**config.mk**
```make
export PLATFORM = sky130hd
export DESIGN_NAME = mipi_hsrx_lane_align
export DESIGN_NICKNAME = d
export VERILOG_FILES = /design/src/rtl/mipi_hsrx_pkg.sv /design/src/rtl/mipi_hsrx_lane_sync.sv /design/src/rtl/mipi_hsrx_lane_align.sv
export SDC_FILE = /design/constraint.sdc
export NUM_CORES = 1
export LEC_CHECK = 0
export ABC_CLOCK_PERIOD_IN_PS = 4350
export BUFFER_PORTS_ARGS = -buffer_cell sky130_fd_sc_hd__buf_2
export CORE_UTILIZATION = 57
export DETAILED_ROUTE_END_ITERATION = 12
export PLACE_DENSITY = 0.78
export SYNTH_ARGS = -nofsm -noshare
export SYNTH_HDL_FRONTEND = slang
export SYNTH_SLANG_ARGS = --single-unit
```
**constraint.sdc**
```tcl
create_clock -name HS_BYTE_CLK -period 4.35 [get_ports HS_BYTE_CLK]
set_input_delay 0.435 -clock HS_BYTE_CLK [delete_from_list [all_inputs] [get_ports HS_BYTE_CLK]]
set_output_delay 0.435 -clock HS_BYTE_CLK [all_outputs]
set_load 0.05 [all_outputs]
```
**src/rtl/mipi_hsrx_pkg.sv**
```systemverilog
// Shared types and SoT leader helpers for the MIPI HS receive lane aligner.
package mipi_hsrx_pkg;

   localparam logic [7:0] SOT_LEADER = 8'hB8;

   typedef enum logic [1:0] {
      ST_IDLE   = 2'd0,
      ST_HUNT   = 2'd1,
      ST_LOCKED = 2'd2,
      ST_FAIL   = 2'd3
   } lane_state_e;

   function automatic logic leader_err1(input logic [7:0] cand);
      return $countones(cand ^ SOT_LEADER) == 1;
   endfunction

endpackage

```
**src/rtl/mipi_hsrx_lane_sync.sv**
```systemverilog
// Per-lane SoT hunt, bit-offset alignment and deskew FIFO.
//   state     | meaning
//   ST_IDLE   | lane disabled or just enabled, nothing tracked
//   ST_HUNT   | searching the 2-word window for the SoT leader
//   ST_LOCKED | offset latched, aligned words pushed into the FIFO
//   ST_FAIL   | leader never seen within the timeout, lane excluded
module mipi_hsrx_lane_sync
   import mipi_hsrx_pkg::*;
#(
   parameter int WIDTH        = 8,
   parameter int SYNC_TIMEOUT = 16,
   parameter int DESKEW_DEPTH = 4
) (
   input  logic             clk,
   input  logic             rst_n,
   input  logic             rxhsen,
   input  logic             raw_valid,
   input  logic [WIDTH-1:0] raw_data,
   input  logic             pop,
   output logic             sync,
   output logic             errsync,
   output logic             nosync,
   output logic             locked,
   output logic             hunting,
   output logic             fifo_empty,
   output logic [WIDTH-1:0] fifo_head,
   output logic             ovf
);
   localparam int KW = (WIDTH > 1) ? $clog2(WIDTH) : 1;
   localparam int TW = $clog2(SYNC_TIMEOUT + 1);
   localparam int AW = (DESKEW_DEPTH > 1) ? $clog2(DESKEW_DEPTH) : 1;
   localparam int CW = $clog2(DESKEW_DEPTH + 1);

   lane_state_e        state;
   logic [WIDTH-1:0]   prev;
   logic [2*WIDTH-1:0] window;
   logic [KW-1:0]      offset;
   logic [TW-1:0]      tmr;
   logic               exact_hit, err_hit;
   logic [KW-1:0]      exact_k, err_k;
   logic [WIDTH-1:0]   aligned;

   logic [WIDTH-1:0]   mem [DESKEW_DEPTH];
   logic [AW-1:0]      wptr, rptr;
   logic [CW-1:0]      count;
   logic               wr, full, do_wr, do_pop;

   assign window  = {raw_data, prev};
   assign aligned = window[offset +: WIDTH];
   assign locked  = (state == ST_LOCKED);
   assign hunting = (state == ST_HUNT);

   // Scan high to low so the lowest matching offset is the one left standing.
   always_comb begin
      exact_hit = 1'b0;
      exact_k   = '0;
      err_hit   = 1'b0;
      err_k     = '0;
      for (int k = WIDTH - 1; k >= 0; k--) begin
         if (window[k +: 8] == SOT_LEADER) begin
            exact_hit = 1'b1;
            exact_k   = KW'(k);
         end
         if (leader_err1(window[k +: 8])) begin
            err_hit = 1'b1;
            err_k   = KW'(k);
         end
      end
   end

   always_ff @(posedge clk) begin
      if (!rst_n) begin
         state   <= ST_IDLE;
         prev    <= '0;
         offset  <= '0;
         tmr     <= '0;
         sync    <= 1'b0;
         errsync <= 1'b0;
         nosync  <= 1'b0;
      end else begin
         if (raw_valid) prev <= raw_data;
         if (!rxhsen) begin
            state   <= ST_IDLE;
            sync    <= 1'b0;
            errsync <= 1'b0;
            nosync  <= 1'b0;
         end else begin
            case (state)
               ST_IDLE: begin
                  state <= ST_HUNT;
                  tmr   <= TW'(SYNC_TIMEOUT);
               end
               ST_HUNT: begin
                  if (raw_valid) begin
                     if (exact_hit) begin
                        state  <= ST_LOCKED;
                        offset <= exact_k;
                        sync   <= 1'b1;
                     end else if (err_hit) begin
                        state   <= ST_LOCKED;
                        offset  <= err_k;
                        errsync <= 1'b1;
                     end else if (tmr <= TW'(1)) begin
                        state  <= ST_FAIL;
                        nosync <= 1'b1;
                     end else begin
                        tmr <= tmr - TW'(1);
                     end
                  end
               end
               default: ;
            endcase
         end
      end
   end

   function automatic logic [AW-1:0] ptr_inc(input logic [AW-1:0] p);
      return (p == AW'(DESKEW_DEPTH - 1)) ? '0 : p + AW'(1);
   endfunction

   assign wr         = rxhsen && locked && raw_valid;
   assign full       = (count == CW'(DESKEW_DEPTH));
   assign fifo_empty = (count == '0);
   assign do_pop     = pop && !fifo_empty;
   assign do_wr      = wr && (!full || do_pop);
   assign ovf        = wr && full && !do_pop;
   assign fifo_head  = mem[rptr];

   // Dropping the enable discards anything still queued for this lane.
   always_ff @(posedge clk) begin
      if (!rst_n || !rxhsen) begin
         wptr  <= '0;
         rptr  <= '0;
         count <= '0;
      end else begin
         if (do_wr)  wptr <= ptr_inc(wptr);
         if (do_pop) rptr <= ptr_inc(rptr);
         if (do_wr && !do_pop)      count <= count + CW'(1);
         else if (!do_wr && do_pop) count <= count - CW'(1);
      end
   end

   always_ff @(posedge clk) begin
      if (do_wr) mem[wptr] <= aligned;
   end

endmodule

```
**src/rtl/mipi_hsrx_lane_align.sv**
```systemverilog
// Multi-lane HS receive aligner: per-lane sync/align plus cross-lane deskew pop.
module mipi_hsrx_lane_align
   import mipi_hsrx_pkg::*;
#(
   parameter int LANES        = 2,
   parameter int WIDTH        = 8,
   parameter int SYNC_TIMEOUT = 16,
   parameter int DESKEW_DEPTH = 4
) (
   input  logic                   HS_BYTE_CLK,
   input  logic                   RST_N,
   input  logic [LANES-1:0]       RXHSEN,
   input  logic [LANES*WIDTH-1:0] RAW_DATA,
   input  logic [LANES-1:0]       RAW_VALID,
   output logic [LANES*WIDTH-1:0] HSRX_DATA,
   output logic                   HSRX_VALID,
   output logic [LANES-1:0]       SYNC,
   output logic [LANES-1:0]       ERRSYNC,
   output logic [LANES-1:0]       NOSYNC,
   output logic                   SKEW_ERR
);
   logic [LANES-1:0]       locked, hunting, empty, ovf, active, pop;
   logic [WIDTH-1:0]       head [LANES];
   logic                   pop_all;
   logic [LANES*WIDTH-1:0] data_d;

   for (genvar i = 0; i < LANES; i++) begin : g_lane
      mipi_hsrx_lane_sync #(
         .WIDTH        (WIDTH),
         .SYNC_TIMEOUT (SYNC_TIMEOUT),
         .DESKEW_DEPTH (DESKEW_DEPTH)
      ) u_sync (
         .clk        (HS_BYTE_CLK),
         .rst_n      (RST_N),
         .rxhsen     (RXHSEN[i]),
         .raw_valid  (RAW_VALID[i]),
         .raw_data   (RAW_DATA[i*WIDTH +: WIDTH]),
         .pop        (pop[i]),
         .sync       (SYNC[i]),
         .errsync    (ERRSYNC[i]),
         .nosync     (NOSYNC[i]),
         .locked     (locked[i]),
         .hunting    (hunting[i]),
         .fifo_empty (empty[i]),
         .fifo_head  (head[i]),
         .ovf        (ovf[i])
      );
   end

   // A lane still hunting may yet lock, so nothing leaves until it decides.
   assign active  = RXHSEN & locked;
   assign pop_all = (|active) && !(|(RXHSEN & hunting)) && !(|(active & empty));
   assign pop     = active & {LANES{pop_all}};

   always_comb begin
      data_d = '0;
      for (int i = 0; i < LANES; i++) begin
         if (pop[i]) data_d[i*WIDTH +: WIDTH] = head[i];
      end
   end

   always_ff @(posedge HS_BYTE_CLK) begin
      if (!RST_N) begin
         HSRX_VALID <= 1'b0;
         HSRX_DATA  <= '0;
         SKEW_ERR   <= 1'b0;
      end else begin
         HSRX_VALID <= pop_all;
         HSRX_DATA  <= data_d;
         if (RXHSEN == '0) SKEW_ERR <= 1'b0;
         else if (|ovf)    SKEW_ERR <= 1'b1;
      end
   end

endmodule

```
==> impl_metrics.yaml <==
yosys:
  syn-mean-instance-area_um2: 10.7
  yosysSeqAreaShare: 0.330
  ys_types: 60
  syn_area_um2: 10300
  synthFlopType: "dfxtp_1"
  yosys_register_bits: 138
  synth_warnings: 0
  async_flop_share: 0
  synthesis.nets: 1197
  syn_inst: 965
  synth_edf_count: 64
grt:
  grt_pass1_wl_mm: 36.3
  grt_use_total: 0.253
  grt_max_degree: 30
  grt-ovfl-total: 0
  grt_pass1_vias: 7401
  antenna_found_initial: 0
worst_setup_path:
  path_cells: "buf_4 -> ha_1 -> inv_1 -> fa_1 -> inv_1 -> fa_1 -> ha_1 -> inv_1 -> fa_1 -> and4b_1 -> nor4_4 -> nand4_1 -> or4b_1 -> a311oi_2"
  slowest_stage: "or4b_1"
  rrSetupSlack_ns: 0.12
  path_depth: 14
  r2r_cells: 14
  r2r_start: "g_lane[1].u_sync.prev[6]$_SDFFE_PN0P_"
  cp_data_required_time_ns: 4.67
  worst_r2r_endpoint: "g_lane[1].u_sync.tmr[4]$_SDFFE_PN0P_"
  cpPeakStageDelay_ns: 0.57
  crit_buf_inv: 4
  startpoint_type: "flop"
  critPathTopFamily: "adder cells"
  crit_fanout: 4
  cp-end-kind: "flop"
  crit_type: "flop to flop"
  arrival_ns: 4.56
clock_network:
  root_buffer: "clkbuf_16"
  cts_max_level: 4
  max-clock-path-buffers: 2
  clk_pin_slew_ns: 0.06
  cts.sink_count: 138
  cts_made_buffers: 17
  tritoncts: "built"
  insertion_delay_ns: 0.42
pwr:
  power_frac_seq: 0.345
  power_density_nw_per_um2: 360
  p_leak_nw: 5.12
  clkPwrFrac: 0.306
  pwr-share-comb: 0.350
  p_sw_frac: 0.335
  internal-power_w: 0.00280
  vdd.ir_drop.worst_uv: 381
  switchingPower_w: 0.00141
layout:
  final_common_cell: "inv_1"
  drive_gt1_frac: 0.166
  stdcell_area_um2: 11700
  syn_to_final_growth_pct: 13.5
  final_util: 0.669
  antenna_cells: 0
  final_cell_mix: "inv_1 (152), ha_1 (143), dfxtp_1 (73)"
  fillers: 1323
  fin_nets: 1282
detailed_routing:
  drt_first_iter_violations: 379
  route.detailed.drc: 0
  vias: 7236
  via_per_inst: 5.62
  ant_nets: 0
  firstDrtPassIters: 5
  wirelength_mm: 21.8
  wl_per_cell_um: 17.0
timing:
  post-route-period-util: 0.973
  drv_slew: 0
  fmax_mhz: 236
  fin_skew_ns: 0.0100
  setup_violations: 0
  worstMarginPinSlew_ns: 0.961
  hold_viol: 0
  slew_headroom: 0.359
  fin_crit_ns: 4.23
  rsz0062_at_grt: "true"
die:
  die_x_um: 137
  coreArea_um2: 17500
  die_y_um: 137
  rows: 48
  initial_core_util: 0.590
  num_io_pins: 46
  die-area_um2: 18600
run:
  cap_violations: 0
hold_path:
  hold_depth: 3
  min_from: "RAW_DATA[15]"
  worstHoldEndpoint: "g_lane[1].u_sync.prev[7]$_SDFFE_PN0P_"
  hold_path_class: "input pin to flop"
placement:
  io_buffers: 45
  dp_hpwl_mm: 16.9
  routabilityCongestion: 0.941
  dpl_cell_area_um2: 11100
run_status:
  status: "finished, final reports clean"
[power groups by stage]
stage          combinational (W)  sequential, W  clock, W
3_5_place_dp             0.00134        0.00148         0
5_1_grt                  0.00165        0.00146   0.00135
6_report                 0.00147        0.00145   0.00129
4_1_cts                  0.00136        0.00145   0.00130
3_3_place_gp             0.00129        0.00148         0
2_1_floorplan           0.000876        0.00146         0
[area by class of cell]
type	instances	area (µm²)	share of cell area
multi-input combinational	640	6270	0.536
sequential	138	3400	0.291
clock inverter	13	97.6	0.00834
clock buffer	19	433	0.0370
timing repair buffer	99	638	0.0545
inverter	154	578	0.0494
tap	225	282	0.0241
[stage by stage]
| step | total power (W) | hold WS (ns) | instances | worst slack (ns) | setup TNS (ns) |
|---|---|---|---|---|---|
| floorplan | 0.00234 | 0.426 | 965 | 0.306 | 0 |
| global placement | 0.00277 | 0.433 | 1254 | -0.0499 | -0.0499 |
| detailed placement | 0.00282 | 0.435 | 1254 | -0.144 | -0.485 |
| CTS | 0.00411 | 0.265 | 1286 | 0.0382 | 0 |
| global route | 0.00446 | 0.292 | 1288 | -0.0828 | -0.0869 |
| finish | 0.00421 | 0.275 | 1288 | 0.117 | 0 |
[synthesized netlist by cell type (8+ instances only)]
cell	count	share of area
a21oi_1	34	0.017
and2_1	13	0.0079
and4b_1	8	0.0078
buf_1	8	0.0029
clkbuf_1	18	0.0066
dfxtp_1	74	0.14
edfxtp_1	64	0.19
fa_1	66	0.13
ha_1	144	0.17
inv_1	153	0.056
mux2i_1	38	0.037
mux4_2	22	0.048
nand2_1	53	0.019
nand3_1	14	0.0068
nand4_1	24	0.015
nor2_1	59	0.021
nor2b_1	19	0.012
nor3_1	10	0.0049
nor4b_1	8	0.0068
o211ai_1	11	0.0080
o21ai_0	21	0.010
or3_1	8	0.0049
[worst min-delay path: stages]
cell and delay, ns:
buf_2 0.08, mux2i_1 0.06, nor2_1 0.08
[worst max path at each step]
stage,startpoint,endpoint,slack [ns]
after floorplan,g_lane[1].u_sync.prev[4]$_SDFFE_PN0P_,g_lane[1].u_sync.tmr[4]$_SDFFE_PN0P_,0.31
after global placement,RAW_DATA[8],g_lane[1].u_sync.offset[0]$_SDFFE_PN0P_,-0.05
after detailed placement,RAW_DATA[8],g_lane[1].u_sync.offset[0]$_SDFFE_PN0P_,-0.14
after CTS,g_lane[1].u_sync.prev[6]$_SDFFE_PN0P_,g_lane[1].u_sync.tmr[4]$_SDFFE_PN0P_,0.04
after global routing,g_lane[1].u_sync.prev[5]$_SDFFE_PN0P_,g_lane[1].u_sync.tmr[4]$_SDFFE_PN0P_,-0.08
final,g_lane[1].u_sync.prev[6]$_SDFFE_PN0P_,g_lane[1].u_sync.tmr[4]$_SDFFE_PN0P_,0.12
[layer usage]
metal  vias to the layer above  GRT usage  part of all wire
met2                       184      0.426              0.49
met4                         0     0.0870             0.020
met3                        33     0.0359             0.039
met5                         -          0                 0
li1                       3504          -                 -
met1                      3515      0.335              0.45
[what timing repair did]
item                                    in CTS  in global routing
setup buffers                                0                  2
hold buffers                                 0                  0
gates resized for setup                      1                 17
pin swaps                                    0                  2
endpoints found under the setup margin       1                 14
[cells by family after synthesis]
family	share of synthesized area
fa+ha+maj	0.303
simple gates	0.132
compound gates	0.0716
buf+inv	0.0704
mux	0.0893
flops	0.330
xor+xnor	0.00340
[flip-flops by register name (all words and copies together), names as in the netlist]
name / cells
g_lane.u_sync.count: 6
g_lane.u_sync.offset: 6
g_lane.u_sync.wptr: 4
g_lane.u_sync.nosync: 2
g_lane.u_sync.errsync: 2
g_lane.u_sync.mem: 64
g_lane.u_sync.state: 4
g_lane.u_sync.prev: 16
g_lane.u_sync.tmr: 10
g_lane.u_sync.sync: 2
HSRX_DATA: 16
HSRX_VALID: 1
g_lane.u_sync.rptr: 4
SKEW_ERR: 1
(Power assumes the default switching activity.)
